[config.mk]
export PLATFORM = sky130hd
export DESIGN_NAME = regport_arbiter_flat
export DESIGN_NICKNAME = d
export VERILOG_FILES = /design/src/rtl/regport_pkg.sv /design/src/rtl/regport_arbiter_if.sv /design/src/rtl/regport_arbiter_rr_pick4.sv /design/src/rtl/regport_arbiter.sv /design/src/flat_wrapper.sv
export SDC_FILE = /design/constraint.sdc
export NUM_CORES = 1
export LEC_CHECK = 0
export ABC_AREA = 1
export BUFFER_PORTS_ARGS = -buffer_cell sky130_fd_sc_hd__clkbuf_2
export CORE_MARGIN = 2
export CORE_UTILIZATION = 40
export CTS_CLUSTER_DIAMETER = 30
export DETAILED_ROUTE_END_ITERATION = 10
export PLACE_DENSITY = 0.79
export REMOVE_ABC_BUFFERS = 1
export SETUP_SLACK_MARGIN = 0.1
export SLEW_MARGIN = 20
export SYNTH_ARGS = -nofsm -noshare
export SYNTH_HDL_FRONTEND = slang
export SYNTH_SLANG_ARGS = --single-unit
[constraint.sdc]
create_clock -name clk -period 4.4 [get_ports clk]
set_input_delay 0.22 -clock clk [delete_from_list [all_inputs] [get_ports clk]]
set_output_delay 0.22 -clock clk [all_outputs]
set_load 0.02 [all_outputs]
[src/rtl/regport_pkg.sv]
// Shared definitions for the register-file read-port arbiter.
//   N_REQ  : number of requesters sharing the port (fixed, 2-bit mux select)
//   ADDR_W : register address width
//   DATA_W : read data width
//   state_t: arbiter state (IDLE: nobody owns the port, OWN: owner may read)
//   onehot_sel(): index to one-hot requester vector
package regport_pkg;

  localparam int unsigned N_REQ  = 4;
  localparam int unsigned ADDR_W = 5;
  localparam int unsigned DATA_W = 32;
  localparam int unsigned SEL_W  = 2;

  typedef enum logic {
    IDLE = 1'b0,
    OWN  = 1'b1
  } state_t;

  function automatic logic [N_REQ-1:0] onehot_sel(input logic [SEL_W-1:0] idx);
    logic [N_REQ-1:0] v;
    v      = '0;
    v[idx] = 1'b1;
    return v;
  endfunction

endpackage

[src/rtl/regport_arbiter_if.sv]
// Bundle of the requester-side and register-file-side signals of the read
// port arbiter.
//   req      : per-requester read request (level, held until served)
//   addr     : packed requester addresses, requester i at [i*ADDR_W +: ADDR_W]
//   gnt      : one-hot, read issued for requester i this cycle
//   rf_sel   : select for the external 32-bit 4:1 data mux (current owner)
//   rf_addr  : address driven to the register file
//   rf_rdata : combinational read data returned by the register file
//   rdata    : registered read data
//   rvalid   : one-hot pulse, rdata belongs to requester i
//   busy     : arbiter currently has an owner
// Modports: slave = arbiter side, master = requesters + register file side.
interface regport_arbiter_if;
  import regport_pkg::*;

  logic [N_REQ-1:0]        req;
  logic [N_REQ*ADDR_W-1:0] addr;
  logic [N_REQ-1:0]        gnt;
  logic [SEL_W-1:0]        rf_sel;
  logic [ADDR_W-1:0]       rf_addr;
  logic [DATA_W-1:0]       rf_rdata;
  logic [DATA_W-1:0]       rdata;
  logic [N_REQ-1:0]        rvalid;
  logic                    busy;

  modport slave (
    input  req, addr, rf_rdata,
    output gnt, rf_sel, rf_addr, rdata, rvalid, busy
  );

  modport master (
    output req, addr, rf_rdata,
    input  gnt, rf_sel, rf_addr, rdata, rvalid, busy
  );

endinterface

[src/rtl/regport_arbiter_rr_pick4.sv]
// Combinational round-robin picker for four requesters.
//   req : request vector
//   ptr : highest-priority index for this pick
//   any : at least one request present
//   idx : first requesting index scanning ptr, ptr+1, ... (mod 4)
module rr_pick4 (
  input  logic [3:0] req,
  input  logic [1:0] ptr,
  output logic       any,
  output logic [1:0] idx
);

  logic [1:0] cand [4];
  logic [3:0] hit;

  // cand[k] is the k-th index in scan order; 2-bit add wraps mod 4.
  generate
    for (genvar gi = 0; gi < 4; gi++) begin : g_cand
      assign cand[gi] = ptr + 2'(gi);
      assign hit[gi]  = req[cand[gi]];
    end
  endgenerate

  // Scan from the back so the earliest hit in scan order wins.
  always_comb begin
    idx = ptr;
    for (int k = 3; k >= 0; k--) begin
      if (hit[k]) idx = cand[k];
    end
  end

  assign any = |req;

endmodule

[src/rtl/regport_arbiter.sv]
// Round-robin arbiter sharing one register-file read port among four
// requesters. Drives the select of the external 32-bit 4:1 data mux and the
// owner's register address, registers the returned data and pulses a
// per-requester valid one cycle after each issued read. Ownership lasts at
// most MAX_HOLD consecutive reads, then passes on without an idle cycle.
//   clk   : clock
//   reset : asynchronous active-high reset
//   bus   : regport_arbiter_if slave modport (see interface header)
// Parameter MAX_HOLD (1..15): max consecutive reads per ownership.
module regport_arbiter
  import regport_pkg::*;
#(
  parameter int unsigned MAX_HOLD = 4
) (
  input  logic             clk,
  input  logic             reset,
  regport_arbiter_if.slave bus
);

  localparam logic [3:0] HOLD_LIM = 4'(MAX_HOLD);

  state_t            state_reg;
  logic [SEL_W-1:0]  owner_reg;
  logic [SEL_W-1:0]  rr_ptr_reg;
  logic [3:0]        hold_cnt_reg;
  logic [DATA_W-1:0] rdata_reg;
  logic [N_REQ-1:0]  rvalid_reg;

  logic [ADDR_W-1:0] addr_arr [N_REQ];
  logic              own_req;
  logic              issue;
  logic              last_read;
  logic              release_own;
  logic [SEL_W-1:0]  pick_ptr;
  logic              pick_any;
  logic [SEL_W-1:0]  pick_idx;

  generate
    for (genvar gi = 0; gi < N_REQ; gi++) begin : g_addr
      assign addr_arr[gi] = bus.addr[gi*ADDR_W +: ADDR_W];
    end
  endgenerate

  assign own_req     = bus.req[owner_reg];
  assign issue       = (state_reg == OWN) && own_req;
  assign last_read   = issue && ((hold_cnt_reg + 4'd1) == HOLD_LIM);
  assign release_own = (state_reg == OWN) && (!own_req || last_read);

  // While owning, the picker only matters on a release edge, where the scan
  // must already start after the owner so the handoff needs no extra cycle.
  // A lone requester wraps back to itself and re-wins immediately.
  assign pick_ptr = (state_reg == OWN) ? owner_reg + 2'd1 : rr_ptr_reg;

  rr_pick4 u_pick (
    .req (bus.req),
    .ptr (pick_ptr),
    .any (pick_any),
    .idx (pick_idx)
  );

  assign bus.gnt     = issue ? onehot_sel(owner_reg) : '0;
  assign bus.rf_sel  = owner_reg;
  assign bus.rf_addr = addr_arr[owner_reg];
  assign bus.rdata   = rdata_reg;
  assign bus.rvalid  = rvalid_reg;
  assign bus.busy    = (state_reg == OWN);

  always_ff @(posedge clk or posedge reset) begin
    if (reset) begin
      state_reg    <= IDLE;
      owner_reg    <= '0;
      rr_ptr_reg   <= '0;
      hold_cnt_reg <= '0;
      rdata_reg    <= '0;
      rvalid_reg   <= '0;
    end else begin
      rvalid_reg <= '0;
      case (state_reg)
        IDLE: begin
          if (pick_any) begin
            state_reg    <= OWN;
            owner_reg    <= pick_idx;
            hold_cnt_reg <= '0;
          end
        end
        OWN: begin
          if (issue) begin
            rdata_reg    <= bus.rf_rdata;
            rvalid_reg   <= onehot_sel(owner_reg);
            hold_cnt_reg <= hold_cnt_reg + 4'd1;
          end
          if (release_own) begin
            rr_ptr_reg   <= owner_reg + 2'd1;
            hold_cnt_reg <= '0;
            if (pick_any) begin
              owner_reg <= pick_idx;
            end else begin
              state_reg <= IDLE;
            end
          end
        end
        default: state_reg <= IDLE;
      endcase
    end
  end

endmodule

[src/flat_wrapper.sv]
// flat-port wrapper written by rule: the top's interface ports become plain ports
module regport_arbiter_flat import regport_pkg::*;
#(
  parameter int unsigned MAX_HOLD = 4
)
  (clk, reset, bus_req, bus_addr, bus_rf_rdata, bus_gnt, bus_rf_sel, bus_rf_addr, bus_rdata, bus_rvalid, bus_busy);
  regport_arbiter_if bus_i ();
  input  logic clk;
  input  logic reset;
  input wire logic [$bits(bus_i.req)-1:0] bus_req;
  input wire logic [$bits(bus_i.addr)-1:0] bus_addr;
  input wire logic [$bits(bus_i.rf_rdata)-1:0] bus_rf_rdata;
  output wire logic [$bits(bus_i.gnt)-1:0] bus_gnt;
  output wire logic [$bits(bus_i.rf_sel)-1:0] bus_rf_sel;
  output wire logic [$bits(bus_i.rf_addr)-1:0] bus_rf_addr;
  output wire logic [$bits(bus_i.rdata)-1:0] bus_rdata;
  output wire logic [$bits(bus_i.rvalid)-1:0] bus_rvalid;
  output wire logic [$bits(bus_i.busy)-1:0] bus_busy;
  assign bus_i.req = bus_req;
  assign bus_i.addr = bus_addr;
  assign bus_i.rf_rdata = bus_rf_rdata;
  assign bus_gnt = bus_i.gnt;
  assign bus_rf_sel = bus_i.rf_sel;
  assign bus_rf_addr = bus_i.rf_addr;
  assign bus_rdata = bus_i.rdata;
  assign bus_rvalid = bus_i.rvalid;
  assign bus_busy = bus_i.busy;
  regport_arbiter #(.MAX_HOLD(MAX_HOLD)) u_core (.clk(clk), .reset(reset), .bus(bus_i));
endmodule
==> results.json, run 1 <==
{
  "status": "complete, no violations",
  "num_antenna_cells": 0,
  "clockBufferDepth": 2,
  "antenna_found_initial": 0,
  "coreArea_um2": 5439,
  "syn_area_um2": 2227,
  "min_path_type": "input port to async pin",
  "grt_usage": 0.1707,
  "cts_tree": "done",
  "n_fill_cell": 542,
  "tightest_slew_ns": 0.9030,
  "cts-root-buf": "clkbuf_8",
  "p_per_area_nw_per_um2": 816.1,
  "dpl_cell_area_um2": 2793,
  "synth_common_cells": "nand2_1, dfrtp_1, inv_1",
  "vias": 2186,
  "period_needed_ns": 2.777,
  "place_ws_ns": 1.934,
  "yosysUniqueCellTypes": 21,
  "cts_buffers": 5,
  "p_leak_uw": 0.001724,
  "die_x_um": 78.62,
  "area_growth_pct": 29.94,
  "synth-edff-count": 0,
  "synth_most_common_cell": "nand2_1",
  "synth_area_leader_cell": "dfrtp_1",
  "path_class": "flip-flop to output port",
  "cts_setup_buffers": 0,
  "yosys_warnings": 0,
  "drv_cap": 0,
  "cts.repair.resized": 0,
  "grt_pass1_vias": 2008,
  "syn_inst": 293,
  "async_reset_ff_frac": 1.000,
  "drv_slew": 0,
  "clk_latency_ns": 0.29,
  "avgSynthCellArea_um2": 7.601,
  "fp.dieArea_um2": 6180,
  "nNetsFinal": 459,
  "largest_reg_flops": 32,
  "fin_crit_sh": 0.6310,
  "fmax_mhz": 360.2,
  "yosys.area.top_type_share": 0.5056,
  "totalWireLength_um": 5242,
  "endpoint_kind": "output port",
  "wl_per_cell_um": 11.18,
  "io_pins": 106,
  "dpl.hpwl_um": 3858,
  "io_buffers": 105,
  "placementRows": 27,
  "relSlewSlack": 0.3971,
  "gp_congestion": 0.8919,
  "start_util": 0.4095,
  "setup_violations": 0,
  "gr-total-overflow": 0,
  "route.detailed.drc": 0,
  "drt_pass1_iterations": 4,
  "detail_route.vias_per_cell": 4.661,
  "synthTopCellsByArea": "dfrtp_1, nand2_1, nand3_1",
  "drive_gt1_frac": 0.3098,
  "multiInputGateArea_um2": 953.4,
  "crit_path_start_kind": "flip-flop",
  "die_h_um": 78.62,
  "fin_cells": 469,
  "rsz0062_at_grt": "no",
  "tns_ns": 0,
  "cp.required_ns": 4.18,
  "clkTransAtPathRegs_ns": 0.08,
  "seq_area_frac_synth": 0.5056,
  "path_max_fanout": 41,
  "clock-sinks": 45,
  "post-route-util": 0.5321,
  "fin_area_um2": 2894,
  "finalHoldViolCount": 0,
  "synth_ff_type": "dfrtp_1",
  "dp_cells": 461,
  "antenna_left": 0,
  "holdBufCountCts": 0,
  "ir_drop_v": 0.0004560,
  "grt_max_degree": 46,
  "drt-initial-drc-count": 109,
  "setup_ws_ns": 1.623,
  "synth-seq-cells": 45,
  "cts_htree_levels": 2,
  "arrival_ns": 2.56,
  "grt_pass1_wl_um": 8583,
  "ff_latch_area_um2": 1126,
  "skew_ns": 0.004426
}
[routing by layer]
layer / track usage / vias to the layer above / part of all wire
li1: - / 1108 / -
met1: 0.2106 / 994 / 0.43
met2: 0.2940 / 75 / 0.48
met3: 0.04368 / 9 / 0.067
met4: 0.04912 / 0 / 0.017
met5: 0 / - / 0
[report_power, final]
part / switching, uW / total, uW / internal [uW] / leakage, uW
Clock: 134 / 276 / 142 / 0.0000542
Sequential: 139 / 747 / 608 / 0.000555
Combinational: 911 / 1340 / 428 / 0.00111
[cell usage in the layout (no fill, tap or decap), drive strengths merged]
master / instances
a21oi: 2
a32o: 1
buf: 1
clkbuf: 112
clkinv: 1
dfrtp: 45
ha: 5
inv: 24
nand2: 144
nand3: 17
nor2: 20
nor4: 1
o21ai: 15
o22ai: 7
xnor2: 1
xor2: 1
[through the flow]
step                total power, uW  hold slack [ns]
floorplan                      1666           0.3368
global placement               2059           0.4238
detailed placement             2099           0.4245
CTS                            2378           0.1156
global route                   2572           0.1192
finish                         2362           0.1077
[worst paths after layout]
| path | startpoint | to | slack (ns) | depth (start not counted) |
|---|---|---|---|---|
| worst max-delay path | u_core.bus.rf_sel[0] | bus_gnt[1] | 1.62 | 8 |
| min in group clk | bus_rf_rdata[23] | u_core.bus.rdata[23] | 0.12 | 3 |
| worst max register to register | u_core.bus.rf_sel[0] | u_core.bus.rf_sel[0] | 1.97 | 14 |
| max in group asynchronous | reset | u_core.bus.rvalid[3] | 3.73 | 2 |
| worst min register to register | u_core.bus.rdata[3] | u_core.bus.rdata[3] | 0.47 | 2 |
| worst min-delay path | reset | u_core.bus.rdata[0] | 0.11 | 2 |
[logic make-up after synthesis]
| group | count (synthesis) | share of synthesized area |
|---|---|---|
| xor+xnor | 2 | 0.007867 |
| buf+inv | 34 | 0.06630 |
| simple gates | 182 | 0.3298 |
| fa+ha+maj | 5 | 0.02809 |
| compound gates | 25 | 0.06236 |
| flops | 45 | 0.5056 |
[critical path, cell delays in order (launching register included)]
cell and delay, ns:
dfrtp_1 0.71, a21oi_1 0.14, o21ai_1 0.13, nand2_1 0.11, nor2_4 0.08, buf_4 0.32
inv_2 0.36, nor2_1 0.19, clkbuf_2 0.19
[cell type report]
| type | instances | area share |
|---|---|---|
| flip-flops and latches | 45 | 0.3891 |
| repair buffers | 106 | 0.1842 |
| multi-input cells | 214 | 0.3294 |
| inverters | 24 | 0.03113 |
| clock buffers | 7 | 0.03329 |
| well taps | 72 | 0.03113 |
| clock inverters | 1 | 0.001729 |
Note: power is estimated with default switching activity, not from simulation.
==> run 2: changes to the inputs <==
--- a/config.mk
+++ b/config.mk
@@ -11,7 +11,7 @@
 export CORE_UTILIZATION = 40
 export CTS_CLUSTER_DIAMETER = 30
 export DETAILED_ROUTE_END_ITERATION = 10
-export PLACE_DENSITY = 0.79
+export PLACE_DENSITY = 0.81
 export REMOVE_ABC_BUFFERS = 1
 export SETUP_SLACK_MARGIN = 0.1
 export SLEW_MARGIN = 20
==> constraint.sdc (replaced) <==
create_clock -name clk -period 2.3 [get_ports clk]
set_input_delay 0.115 -clock clk [delete_from_list [all_inputs] [get_ports clk]]
set_output_delay 0.115 -clock clk [all_outputs]
set_load 0.02 [all_outputs]
==> results.json, run 2 (synthesis gave the netlist of run 1 again) <==
{
  "min_path_type": "input port to async pin",
  "p_seq_frac": 0.310,
  "relSlewSlack": 0.4031,
  "route.detailed.drc": 0,
  "arrival_ns": 1.90,
  "drive_gt1_frac": 0.3158,
  "drt-initial-drc-count": 161,
  "cts_htree_levels": 2,
  "intPower_uw": 2224,
  "drv_cap": 0,
  "n_fill_cell": 526,
  "multiInputGateArea_um2": 953.4,
  "path_class": "flip-flop to output port",
  "nNetsFinal": 461,
  "cts.repair.resized": 1,
  "clock-sinks": 45,
  "fin_cells": 471,
  "cts-root-buf": "clkbuf_8",
  "ff_latch_area_um2": 1129,
  "antenna_left": 0,
  "clk_latency_ns": 0.29,
  "p_leak_uw": 0.001722,
  "crit_path_start_kind": "flip-flop",
  "largest_reg_flops": 32,
  "fp.dieArea_um2": 6180,
  "place_ws_ns": 0.3327,
  "placementRows": 27,
  "vias": 2172,
  "finalHoldViolCount": 1,
  "coreArea_um2": 5439,
  "period_needed_ns": 2.014,
  "p_per_area_nw_per_um2": 1558,
  "area_growth_pct": 30.11,
  "gp_congestion": 0.8533,
  "drt_pass1_iterations": 6,
  "dpl_cell_area_um2": 2808,
  "holdBufCountCts": 0,
  "timing.hold.ws_ns": -0.001166,
  "gr-total-overflow": 0,
  "grt_pass1_vias": 1996,
  "clkTransAtPathRegs_ns": 0.08,
  "path_max_fanout": 41,
  "fmax_mhz": 496.6,
  "fin_crit_sh": 0.8756,
  "cts_tree": "done",
  "setup_violations": 0,
  "num_antenna_cells": 0,
  "comb_power_share": 0.588,
  "cts_setup_buffers": 0,
  "clockBufferDepth": 2,
  "drv_slew": 0,
  "status": "finished, violations left",
  "wl_per_cell_um": 11.32,
  "switching_share": 0.5074,
  "die_h_um": 78.62,
  "die_x_um": 78.62,
  "clkPwrFrac": 0.102,
  "dpl.hpwl_um": 4106,
  "rsz0062_at_grt": "yes",
  "tightest_slew_ns": 0.8940,
  "tns_ns": 0,
  "setup_ws_ns": 0.2862,
  "detail_route.vias_per_cell": 4.611,
  "antenna_found_initial": 0,
  "io_pins": 106,
  "dp_cells": 463,
  "cts_buffers": 5,
  "fin_area_um2": 2898,
  "skew_ns": 0.007289,
  "ir_drop_v": 0.0007075,
  "endpoint_kind": "output port",
  "start_util": 0.4095,
  "grt_usage": 0.1765,
  "final_cell_mix": "nand2_1, clkbuf_2, dfrtp_1, inv_1, nor2_1",
  "totalWireLength_um": 5330,
  "final_common_cell": "nand2_1",
  "grt_max_degree": 46,
  "grt_pass1_wl_um": 8838,
  "cp.required_ns": 2.18,
  "violations": "hold timing",
  "io_buffers": 105,
  "switchingPower_uw": 2291
}
run 2: changes by cell type in the layout (fill, tap and decap cells not counted), moves of 2 or more:
| cell | delta |
|---|---|
| buf_4 | +2 |
| clkbuf_8 | -2 |
| dfrtp_1 | -2 |
| dfrtp_2 | +2 |
run 2: critical path, stage by stage (launching register included):
cell and delay [ns]:
dfrtp_2 0.43, buf_4 0.20, a21oi_1 0.07, o21ai_1 0.10, nand2_1 0.11, nor2_4 0.21, inv_6 0.15, nor2_1 0.13
clkbuf_2 0.18
run 2: path summary, 6_finish.rpt:
path                                 startpoint              endpoint  slack [ns]  cells after the start
min reg2reg                u_core.bus.rdata[14]  u_core.bus.rdata[14]        0.47                      2
max reg2reg                u_core.bus.rf_sel[1]  u_core.bus.rf_sel[0]        0.43                     14
min in group clk               bus_rf_rdata[17]  u_core.bus.rdata[17]        0.02                      3
max                        u_core.bus.rf_sel[0]            bus_gnt[2]        0.29                      8
min                                       reset  u_core.bus.rdata[13]      -0.001                      2
max in group asynchronous                 reset  u_core.bus.rf_sel[0]        1.69                      2
run 2: area by class of cell:
| cell class | instances | share of cell area |
|---|---|---|
| Inverter | 24 | 0.03282 |
| Sequential cell | 45 | 0.3895 |
| Tap cell | 72 | 0.03109 |
| Multi-Input combinational cell | 214 | 0.3290 |
| Clock buffer | 6 | 0.02504 |
| Clock inverter | 2 | 0.003454 |
| Timing Repair Buffer | 108 | 0.1891 |
run 2: power by group through the flow:
stage	Clock (uW)	Sequential, uW	Combinational (uW)
after floorplan	0	1810	1380
after global placement	0	1400	2590
after detailed placement	0	1410	2670
after CTS	476	1400	2670
after global routing	503	1450	3000
final	460	1400	2660
run 2: through the flow:
step | util | power [uW] | hold slack, ns
floorplan | - | 3187 | 0.2318
global placement | 0.5162 | 3981 | 0.3168
detailed placement | 0.5162 | 4076 | 0.3187
CTS | 0.5319 | 4546 | 0.01141
global route | 0.5328 | 4952 | 0.02224
finish | 0.5328 | 4515 | -0.001166
run 2: per-layer routing:
layer | vias up | routed length (um) | global-route usage
met5 | - | 0 | 0
met1 | 978 | 2297 | 0.2194
met3 | 7 | 303 | 0.03793
li1 | 1119 | - | -
met4 | 0 | 40 | 0.02807
met2 | 68 | 2690 | 0.3188
==> run 3: changes to the inputs <==
--- a/config.mk
+++ b/config.mk
@@ -7,6 +7,7 @@
 export LEC_CHECK = 0
 export ABC_AREA = 1
 export BUFFER_PORTS_ARGS = -buffer_cell sky130_fd_sc_hd__clkbuf_2
+export CORE_ASPECT_RATIO = 1.2
 export CORE_MARGIN = 2
 export CORE_UTILIZATION = 40
 export CTS_CLUSTER_DIAMETER = 30
==> results.json, run 3 (synthesis gave the netlist of run 1 again) <==
{
  "ir_drop_v": 0.0007683,
  "intPower_uw": 2336,
  "p_seq_frac": 0.304,
  "p_leak_uw": 0.001744,
  "io_pins": 106,
  "clock-sinks": 45,
  "clockBufferDepth": 2,
  "antenna_left": 0,
  "status": "complete, no violations",
  "cts_tree": "done",
  "rsz0062_at_grt": "no",
  "coreArea_um2": 5334,
  "switchingPower_uw": 2276,
  "drt_pass1_iterations": 4,
  "total_power_uw": 4612,
  "relSlewSlack": 0.6295,
  "dpl.hpwl_um": 4146,
  "p_per_area_nw_per_um2": 1577,
  "cts_buffers": 5,
  "cts-root-buf": "clkbuf_8",
  "grt_usage": 0.1850,
  "crit_slowest_cell": "dfrtp_1",
  "endpoint_kind": "output port",
  "final_common_cell": "nand2_1",
  "die_h_um": 85.74,
  "n_fill_cell": 505,
  "num_antenna_cells": 0,
  "final_cell_mix": "nand2_1, clkbuf_2, dfrtp_1, inv_1, nor2_1",
  "path_max_fanout": 23,
  "grt_pass1_vias": 2071,
  "cp_common_cell": "inv_2",
  "fin_crit_sh": 0.8602,
  "drv_cap": 0,
  "antenna_found_initial": 0,
  "gp_congestion": 0.8161,
  "drv_slew": 0,
  "dp_cells": 455,
  "cts_htree_levels": 2,
  "skew_ns": 0.01071,
  "period_needed_ns": 1.978,
  "placementRows": 29,
  "setup_violations": 0,
  "finalHoldViolCount": 0,
  "detail_route.vias_per_cell": 4.801,
  "tns_ns": 0,
  "route.detailed.drc": 0,
  "area_growth_pct": 31.29,
  "gr-total-overflow": 0,
  "min_path_type": "input port to flip-flop",
  "clkTransAtPathRegs_ns": 0.08,
  "cp_cell_sequence": "inv_2 > a21oi_1 > o21ai_1 > nand2_1 > nor2_4 > inv_2 > nor2_1 > clkbuf_2",
  "drt-initial-drc-count": 83,
  "die_x_um": 72.12,
  "switching_share": 0.4935,
  "timing.hold.ws_ns": 0.01768,
  "vias": 2223,
  "fin_cells": 463,
  "wl_per_cell_um": 11.65,
  "clkPwrFrac": 0.123,
  "nNetsFinal": 464,
  "crit_path_start_kind": "flip-flop",
  "tightest_slew_ns": 0.5557,
  "fp.dieArea_um2": 6183,
  "io_buffers": 105,
  "fmax_mhz": 505.5,
  "largest_reg_flops": 32,
  "drive_gt1_frac": 0.3117,
  "arrival_ns": 1.86,
  "critPathMaxStageDelay_ns": 0.52,
  "clk_latency_ns": 0.29,
  "totalWireLength_um": 5395,
  "start_util": 0.4175,
  "cts_setup_buffers": 0,
  "grt_max_degree": 46,
  "path_class": "flip-flop to output port",
  "cp.required_ns": 2.18,
  "comb_power_share": 0.573,
  "grt_pass1_wl_um": 9073
}
run 3: timing repair:
action                                 in CTS  in global routing
hold buffers                                1                  0
resized for setup                           0                  0
endpoints found under the hold margin      45                  0
run 3: per-stage QoR:
stage / util / setup slack (ns) / cell area (um^2)
6_report: 0.5482 / 0.3216 / 2924
5_1_grt: 0.5482 / 0.1434 / 2924
4_1_cts: 0.5482 / 0.2945 / 2924
3_5_place_dp: 0.5269 / 0.4091 / 2810
3_3_place_gp: 0.5269 / 0.5152 / 2810
2_1_floorplan: - / 0.02316 / 2170
run 3: layer usage:
metal	track usage	part of all wire	up-vias	wire (um)
li1	-	-	1121	-
met1	0.2189	0.42	1012	2249
met2	0.3261	0.50	82	2671
met3	0.03760	0.069	8	373
met4	0.07033	0.019	0	101
met5	0	0	-	0
run 3: power by group through the flow:
| stage | sequential (uW) | clock [uW] | combinational (uW) |
|---|---|---|---|
| 6_report | 1400 | 568 | 2640 |
| 5_1_grt | 1440 | 606 | 2990 |
| 4_1_cts | 1400 | 586 | 2680 |
| 2_1_floorplan | 1810 | 0 | 1380 |
| 3_5_place_dp | 1410 | 0 | 2670 |
| 3_3_place_gp | 1390 | 0 | 2590 |
run 3: worst max-delay path, delay by kind of cell, from the launching register on:
kind / cells / cell delay, ns
simple gates: 3 / 0.24
buf+inv: 3 / 0.59
compound gates: 2 / 0.21
flops: 1 / 0.52
run 3: path summary, 6_finish.rpt:
kind	startpoint	to	slack, ns	cells after the start
setup / recovery	u_core.bus.rf_sel[1]	bus_gnt[0]	0.32	8
hold / removal	bus_rf_rdata[3]	u_core.bus.rdata[3]	0.02	3
setup reg to reg	u_core.bus.rf_sel[1]	u_core.bus.rf_sel[0]	0.39	14
hold reg to reg	u_core.bus.rdata[20]	u_core.bus.rdata[20]	0.48	2
max in group asynchronous	reset	u_core.bus.busy	1.42	4
min in group asynchronous	reset	u_core.bus.rdata[8]	0.49	4
run 3: area by class of cell:
cell class / count / area [um^2] / share of cell area
sequential: 45 / 1126 / 0.3851
multi-input combinational: 214 / 953.4 / 0.3261
timing repair buffer: 111 / 573.1 / 0.1960
inverter: 24 / 90.09 / 0.03081
tap: 62 / 77.57 / 0.02653
clock buffer: 5 / 68.82 / 0.02353
clock inverter: 2 / 35.03 / 0.01198
